[config.mk]
export PLATFORM = sky130hd
export DESIGN_NAME = sd_rx_fifo_pk
export DESIGN_NICKNAME = d
export VERILOG_FILES = /design/src/rtl/sd_rx_fifo_pk.sv
export SDC_FILE = /design/constraint.sdc
export NUM_CORES = 1
export LEC_CHECK = 0
export CAP_MARGIN = 20
export CORE_UTILIZATION = 50
export CTS_CLUSTER_SIZE = 25
export DETAILED_ROUTE_END_ITERATION = 8
export HOLD_SLACK_MARGIN = 0.02
export PLACE_DENSITY = 0.67
export SLEW_MARGIN = 20
export SYNTH_ARGS = -nofsm -noshare
export SYNTH_HDL_FRONTEND = slang
export SYNTH_SLANG_ARGS = --single-unit
[constraint.sdc]
create_clock -name clk -period 17.3 [get_ports clk]
set_clock_uncertainty 0.15 [all_clocks]
set_input_delay 4.325 -clock clk [delete_from_list [all_inputs] [get_ports clk]]
set_output_delay 4.325 -clock clk [all_outputs]
set_load 0.01 [all_outputs]
[src/rtl/sd_rx_fifo_pk.sv]
// sd_rx_fifo_pk: single-clock SD receive FIFO. Serial lanes of 1, 4 or 8 bits
// are packed MSB-first into OUT_W-bit words. The words go into a DEPTH-entry
// first-word-fall-through buffer, which reports its level, an almost-full
// watermark and sticky overflow/underflow flags. A synchronous flush is provided.
`timescale 1ns/1ps
module sd_rx_fifo_pk #(
  parameter int MAX_IN_W = 8,
  parameter int OUT_W    = 32,
  parameter int DEPTH    = 16,
  parameter int AF_LEVEL = 12
) (
  input  logic                     clk,
  input  logic                     rst_n,
  input  logic                     flush,
  input  logic [1:0]               bus_width,
  input  logic [MAX_IN_W-1:0]      d,
  input  logic                     wr,
  input  logic                     rd,
  output logic [OUT_W-1:0]         q,
  output logic                     empty,
  output logic                     full,
  output logic                     almost_full,
  output logic [$clog2(DEPTH):0]   level,
  output logic                     partial,
  output logic                     overflow,
  output logic                     underflow
);

  localparam int PW  = $clog2(DEPTH);
  localparam int LW  = PW + 1;
  localparam int BCW = $clog2(OUT_W) + 1;

  typedef enum logic [1:0] {
    LANE1 = 2'b00,
    LANE4 = 2'b01,
    LANE8 = 2'b10
  } lane_e;

  // The reserved encoding 2'b11 behaves as a 4-bit lane.
  function automatic lane_e norm_mode(input logic [1:0] bw);
    case (bw)
      2'b00:   norm_mode = LANE1;
      2'b10:   norm_mode = LANE8;
      default: norm_mode = LANE4;
    endcase
  endfunction

  function automatic logic [BCW-1:0] lane_width(input lane_e m);
    case (m)
      LANE1:   lane_width = BCW'(1);
      LANE8:   lane_width = BCW'(8);
      default: lane_width = BCW'(4);
    endcase
  endfunction

  // Packer state
  lane_e              mode_q, mode_d, cur_mode;
  logic [OUT_W-1:0]   sh_q, sh_d;
  logic [BCW-1:0]     bitcnt_q, bitcnt_d;
  logic [BCW-1:0]     lw;
  logic [BCW:0]       cnt_sum;
  logic [OUT_W-1:0]   lane_ext;
  logic [OUT_W-1:0]   word;
  logic               word_done;

  // Buffer state
  logic [OUT_W-1:0]   mem [DEPTH];
  logic [PW-1:0]      wptr_q, wptr_d;
  logic [PW-1:0]      rptr_q, rptr_d;
  logic [LW-1:0]      level_q, level_d;
  logic               ovf_q, ovf_d;
  logic               unf_q, unf_d;
  logic               pop_ok;
  logic               push_ok;
  logic               drop;
  logic               rd_empty;

  // Packer: choose the lane (latched at word start), shift it in, detect completion
  always_comb begin
    cur_mode  = (bitcnt_q == '0) ? norm_mode(bus_width) : mode_q;
    lw        = lane_width(cur_mode);
    case (cur_mode)
      LANE1:   lane_ext = OUT_W'(d[0]);
      LANE8:   lane_ext = OUT_W'(d[7:0]);
      default: lane_ext = OUT_W'(d[3:0]);
    endcase
    word      = (sh_q << lw) | lane_ext;
    cnt_sum   = {1'b0, bitcnt_q} + {1'b0, lw};
    word_done = wr && (cnt_sum == (BCW+1)'(OUT_W));
    sh_d      = sh_q;
    bitcnt_d  = bitcnt_q;
    mode_d    = mode_q;
    if (wr) begin
      mode_d = cur_mode;
      if (word_done) begin
        sh_d     = '0;
        bitcnt_d = '0;
      end else begin
        sh_d     = word;
        bitcnt_d = cnt_sum[BCW-1:0];
      end
    end
  end

  // Buffer control: pop/push qualification, pointers, level and sticky flags
  always_comb begin
    pop_ok   = rd && (level_q != '0);
    rd_empty = rd && (level_q == '0);
    // A pop in the same cycle frees a slot, so a push at full still lands.
    push_ok  = word_done && ((level_q != LW'(DEPTH)) || pop_ok);
    drop     = word_done && !push_ok;
    wptr_d   = push_ok ? wptr_q + 1'b1 : wptr_q;
    rptr_d   = pop_ok  ? rptr_q + 1'b1 : rptr_q;
    level_d  = level_q;
    case ({push_ok, pop_ok})
      2'b10:   level_d = level_q + 1'b1;
      2'b01:   level_d = level_q - 1'b1;
      default: level_d = level_q;
    endcase
    ovf_d    = ovf_q | drop;
    unf_d    = unf_q | rd_empty;
  end

  // Control and packer registers: async reset, flush overrides everything
  always_ff @(posedge clk or negedge rst_n) begin
    if (!rst_n) begin
      mode_q   <= LANE1;
      sh_q     <= '0;
      bitcnt_q <= '0;
      wptr_q   <= '0;
      rptr_q   <= '0;
      level_q  <= '0;
      ovf_q    <= 1'b0;
      unf_q    <= 1'b0;
    end else if (flush) begin
      mode_q   <= LANE1;
      sh_q     <= '0;
      bitcnt_q <= '0;
      wptr_q   <= '0;
      rptr_q   <= '0;
      level_q  <= '0;
      ovf_q    <= 1'b0;
      unf_q    <= 1'b0;
    end else begin
      mode_q   <= mode_d;
      sh_q     <= sh_d;
      bitcnt_q <= bitcnt_d;
      wptr_q   <= wptr_d;
      rptr_q   <= rptr_d;
      level_q  <= level_d;
      ovf_q    <= ovf_d;
      unf_q    <= unf_d;
    end
  end

  // Word storage: a plain register file with no reset; the level counter qualifies its contents
  always_ff @(posedge clk) begin
    if (push_ok && !flush) begin
      mem[wptr_q] <= word;
    end
  end

  // Status outputs come straight from the registered level; q reads zero while empty
  always_comb begin
    empty       = (level_q == '0);
    full        = (level_q == LW'(DEPTH));
    almost_full = (level_q >= LW'(AF_LEVEL));
    level       = level_q;
    partial     = (bitcnt_q != '0);
    overflow    = ovf_q;
    underflow   = unf_q;
    q           = empty ? '0 : mem[rptr_q];
  end

endmodule

=== Yosys cells after proc, flatten, opt, wreduce, memory -nomap -nowiden ===
Memories as Yosys holds them, arrays and structs flattened.
Cells that the tools add are included.

* Register bits after elaboration: 55
* Bits in writable memories: 512
* Input bits: 15
* Output and inout bits: 43
* Logic and storage cells: 68
* Memories: 1

{| class="wikitable"
|+ Memories
! name !! words !! bits a word !! rd ports !! clocked after Yosys merged registers in !! write ports !! line !! text
|-
| mem || 16 || 32 || 1 || 0 || 1 || 67 || <nowiki>logic [OUT_W-1:0] mem [DEPTH];</nowiki>
|}

* $add $sub $neg: 5
* Order comparisons: 1
* Equal/unequal tests: 7
* Shift-type cells: 1
* Mux-type cells: 23
* Bitwise gates (word level): 3
* Reduce and logical (&&, ||, !) cells: 19

{| class="wikitable"
|+ Operators with widths
! operator !! count
|-
| two-way mux 32 bit || 4
|-
| OR 32 bit || 1
|-
| left shift 32 x 6 -> 32 bit || 1
|-
| two-way mux 6 bit || 3
|-
| two-way mux 4 bit || 4
|-
| case mux 8 bit (2 select lines) || 1
|-
| case mux 5 bit (2 select lines) || 1
|-
| adder 4 x 1 -> 4 bit (second input constant) || 2
|-
| case mux 4 bit (2 select lines) || 1
|-
| adder 6 x 6 -> 7 bit || 1
|-
| equality test 7 x 6 -> 1 bit (second input constant) || 1
|-
| equality test 2 bit (second input constant) || 3
|-
| logical AND 1 bit || 6
|-
| logical NOT 6 bit || 1
|-
| two-way mux 2 bit || 3
|-
| nonzero test 2 bit || 3
|-
| nonzero test 6 bit || 1
|-
| adder 5 x 1 -> 5 bit (second input constant) || 1
|-
| equality test 5 bit (second input constant) || 1
|-
| greater-or-equal comparator 5 x 4 -> 1 bit (second input constant) || 1
|-
| logical NOT 5 bit || 1
|-
| two-way mux 5 bit || 1
|-
| inequality test 5 bit (second input constant) || 1
|-
| nonzero test 5 bit || 1
|-
| 9 further kinds || 15
|}

=== Longest topological paths before layout ===
* Word-level depth: 13
* Depth in mapped cells: 19
* Depth with buffers taken out: 18

=== Worst setup path after synthesis ===
OpenSTA, ideal clock, no wires.

* Path type: input to register
* Start: input port bus_width[0]
* End: memory mem[15][0], enable pin
* Setup time: 425 ps
* Data arrival time: 8377 ps
* Required time: 16725 ps
* Setup slack: 8349 ps
* Cell stages on the path: 11
* Path buffers: 2
* Cell sequence: mux2i_1 clkbuf_1 clkbuf_1 inv_1 ha_1 a21oi_1 a211oi_1 a211oi_2 o311a_2 o2111ai_1 nor2b_1

* Longest elaborated chain between the ends: 12
* Elaborated cells on any way between the ends: 14
* Classes of those cells: add/sub (1); eq/ne (3); mux (5); reduce/logical (5)

{| class="wikitable"
|+ RTL lines
! what !! line !! text
|-
| start, declared || 15 || <nowiki>input logic [1:0] bus_width,</nowiki>
|-
| equality test 2 bit / logical NOT 2 bit (equally long branches) || 41 || <nowiki>case (bw)</nowiki>
|-
| case mux 2 bit (2 select lines) (*) || 41 ||
|-
| two-way mux 2 bit (*) || 80 || <nowiki>cur_mode = (bitcnt_q == '0) ? norm_mode(bus_width) : mode_q;</nowiki>
|-
| equality test 2 bit / logical NOT 2 bit (equally long branches) || 49 || <nowiki>case (m)</nowiki>
|-
| case mux 4 bit (2 select lines) (*) || 49 ||
|-
| adder 6 x 6 -> 7 bit (*) || 88 || <nowiki>cnt_sum = {1'b0, bitcnt_q} + {1'b0, lw};</nowiki>
|-
| equality test 7 x 6 -> 1 bit (*) || 89 || <nowiki>word_done = wr && (cnt_sum == (BCW+1)'(OUT_W));</nowiki>
|-
| logical AND 1 bit (*) || 89 ||
|-
| logical AND 1 bit (*) || 110 || <nowiki>push_ok = word_done && ((level_q != LW'(DEPTH)) || pop_ok);</nowiki>
|-
| logical AND 1 bit (*) || 158 || <nowiki>if (push_ok && !flush) begin</nowiki>
|-
| two-way mux 1 bit (*) || 158 ||
|-
| two-way mux 1 bit (implied by the code) (*) || 159 || <nowiki>mem[wptr_q] <= word;</nowiki>
|-
| end, declared || 67 ||
|}

Every way passes the cells marked *; elsewhere a longest branch is shown, timed or not.

=== Worst setup path in the final report ===
* Start: input port bus_width[0]
* End: memory mem[14][24], enable pin

Same word-level chain as after synthesis.

==> flow_metrics.py <==
metrics = {
    "global_routing": {
        "grt_first_pass_wirelength_um": 72600,
        "antenna_found_initial": 3,
        "grtUsageTotal_pct": 21.4,
        "grt-ovfl-total": 0,
        "grt_max_degree": 96,
        "grt_pass1_vias": 11100,
    },
    "routing": {
        "firstDrtPassIters": 4,
        "routed_via_density": 5.94,
        "wl_per_cell_um": 26.2,
        "vias": 10800,
        "detail-route-antenna-nets": 0,
        "drtIter0Drc": 1022,
        "drc": 0,
        "routed_wl_um": 47600,
    },
    "sta": {
        "hold_violations": 0,
        "report.final.slew_viol_count": 0,
        "setup_viol": 0,
        "period_minus_slack_ps": 9120,
        "period_share_pct": 52.7,
        "max_freq_mhz": 110,
        "tns_ps": 0,
        "tightest_slew_ps": 1020,
        "rsz0062_at_grt": "no",
        "slew_headroom_pct": 32.1,
        "setup_ws_ps": 8180,
        "hold-worst-slack_ps": 352,
    },
    "cells_and_area": {
        "synthToLayoutAreaGrowth_pct": 14.2,
        "final_area_um2": 26000,
        "fin_nets": 1213,
        "seqCellArea_um2": 16700,
        "drive_above_1_share_pct": 26.3,
        "layout_common_cells": "512 x edfxtp_1, 160 x mux4_2, 57 x clkbuf_16, 56 x clkdlybuf4s50_1, 52 x nor2_1",
        "num-fill-cells": 3213,
        "multi_input_area_um2": 5880,
        "layout_commonest_cell": "edfxtp_1",
    },
    "clock_tree": {
        "clock_path_buffers": 3,
        "path_clk_slew_ps": 60,
        "htreeDepth": 2,
        "cts_buffers": 56,
        "post_cts_buffers": 0,
        "cts_resized": 0,
        "postCtsHoldBufs": 0,
        "cts_tree": "done",
        "cts_sinks": 566,
        "insertion_delay_ps": 600,
        "root_buffer": "clkbuf_16",
    },
    "yosys": {
        "syn_nets": 1123,
        "synth.yosys.seq_area_share_pct": 73.4,
        "yosys_most_used_dff": "edfxtp_1",
        "synth-edff-count": 512,
        "async_reset_ff_share_pct": 9.54,
        "synthCells": 1095,
        "ys_ff_latch": 566,
        "synth_warnings": 0,
        "synth.distinct_cells": 54,
        "syn_area_um2": 22800,
        "syn_avg_cell_area_um2": 20.8,
    },
    "floorplan": {
        "io_pins": 58,
        "rows": 77,
        "die_h_um": 216,
        "core_area_um2": 44600,
        "initial_core_util_pct": 51.1,
        "dieArea_um2": 46400,
        "die_w_um": 216,
    },
    "place": {
        "gp_congestion": 0.760,
        "post_dp_cell_area_um2": 24200,
        "dpl_worst_slack_ps": 7570,
        "io_buffers": 57,
        "dp_hpwl_um": 28000,
    },
    "worst_setup_path": {
        "startpoint_type": "primary input",
        "path_class": "in2reg",
        "arrival_ps": 9190,
        "worst_setup_path_end_kind": "flip-flop",
        "r2r-start": "bitcnt_q[5]$_DFFE_PN0P_",
        "cp.required_ps": 17370,
        "critPathMaxFanout": 32,
        "r2r_setup_slack_ps": 10910,
        "r2r_end": "mem[14][24]$_DFFE_PP_",
        "reg2reg_depth": 14,
    },
    "min_path": {
        "hold_end": "underflow$_DFF_PN0_",
        "hold_path.class": "reg2reg",
        "min_from": "underflow$_DFF_PN0_",
        "hold_depth": 2,
    },
    "power": {
        "leakage_nw": 8.50,
        "power_density_nw_per_um2": 133,
        "ir_drop_mv": 0.0999,
        "power.total_mw": 3.45,
    },
    "job": {
        "max-cap-violations": 0,
    },
    "status": {
        "status": "complete, no violations",
    },
}
worst max-delay path by stage:
stage | start | endpoint | slack [ps] | cells past startpoint
global placement | bus_width[0] | mem[13][20]$_DFFE_PP_ | 7760 | 14
floorplan | bus_width[0] | mem[15][0]$_DFFE_PP_ | 8350 | 11
finish | bus_width[0] | mem[14][24]$_DFFE_PP_ | 8180 | 14
global route | bus_width[0] | mem[14][18]$_DFFE_PP_ | 7920 | 14
CTS | bus_width[0] | mem[13][14]$_DFFE_PP_ | 8210 | 14
detailed placement | bus_width[0] | mem[13][19]$_DFFE_PP_ | 7570 | 14
routing by layer:
| metal | vias up | global-route usage [%] | share of wire (%) |
|---|---|---|---|
| met2 | 304 | 31.7 | 46 |
| li1 | 4702 | - | - |
| met5 | - | 0 | 0 |
| met3 | 55 | 3.81 | 6.3 |
| met1 | 5749 | 33.3 | 46 |
| met4 | 0 | 4.92 | 1.6 |
flip-flops by register name, indices dropped and copies added, names as in the netlist:
name / flops
mem: 512
sh_q: 31
bitcnt_q: 6
level: 5
rptr_q: 4
wptr_q: 4
mode_q: 2
overflow: 1
underflow: 1
power by group:
group	leakage [nW]	internal [mW]	switching (mW)
combinational	2.27	0.267	0.355
sequential	5.39	1.62	0.0344
clock	0.845	0.676	0.497
total	8.50	2.57	0.887
worst max-delay path, cell delays in order:
cell and delay, ps:
clkdlybuf4s50_1 510, and2b_1 250, mux2i_4 140, buf_4 430
nand2_1 220, inv_1 120, ha_1 190, ha_1 200
a21oi_1 200, maj3_2 370, a211oi_2 330, o311ai_4 210
nor3_4 610, and3_2 990
through the flow:
step	std cells	util [%]
final	1819	58.3
after global routing	1818	58.3
after CTS	1817	58.3
after detailed placement	1718	54.3
after global placement	1718	54.3
after floorplan	1095	-
area by class of cell:
class | count | share of cell area [%]
antenna | 1 | 0.00962
clock buffer | 79 | 5.88
clock inverter | 20 | 0.899
inverter | 8 | 0.115
multi-input combinational | 460 | 22.6
sequential | 566 | 64.3
tap | 592 | 2.85
timing repair buffer | 93 | 3.34
synthesized netlist by cell type, drive strengths merged (3+ instances only):
cell type / n / share of area (%)
a211oi: 5 / 0.19
a21oi: 39 / 0.92
a22o: 31 / 1.2
and3: 13 / 0.36
buf: 21 / 0.49
clkbuf: 40 / 0.66
dfrtp: 54 / 5.9
edfxtp: 512 / 67
ha: 12 / 0.66
inv: 8 / 0.13
mux2: 8 / 0.40
mux2i: 36 / 1.6
mux4: 160 / 16
nand2: 8 / 0.13
nand2b: 5 / 0.14
nand3: 4 / 0.088
nor2: 55 / 0.97
nor2b: 41 / 1.1
nor3: 3 / 0.14
nor3b: 3 / 0.15
nor4: 3 / 0.082
o21ai: 3 / 0.066
xnor2: 9 / 0.35
xor2: 3 / 0.12
cell families after synthesis:
family | synth area share (%)
adders and majority gates | 0.796
AOI/OAI and AO/OA | 2.91
muxes | 17.8
DFF | 73.4
xor gates and xnor gates | 0.461
and+or+nand+nor | 3.37
buffers and inverters | 1.28
Note: power is estimated with default switching activity, not from simulation.
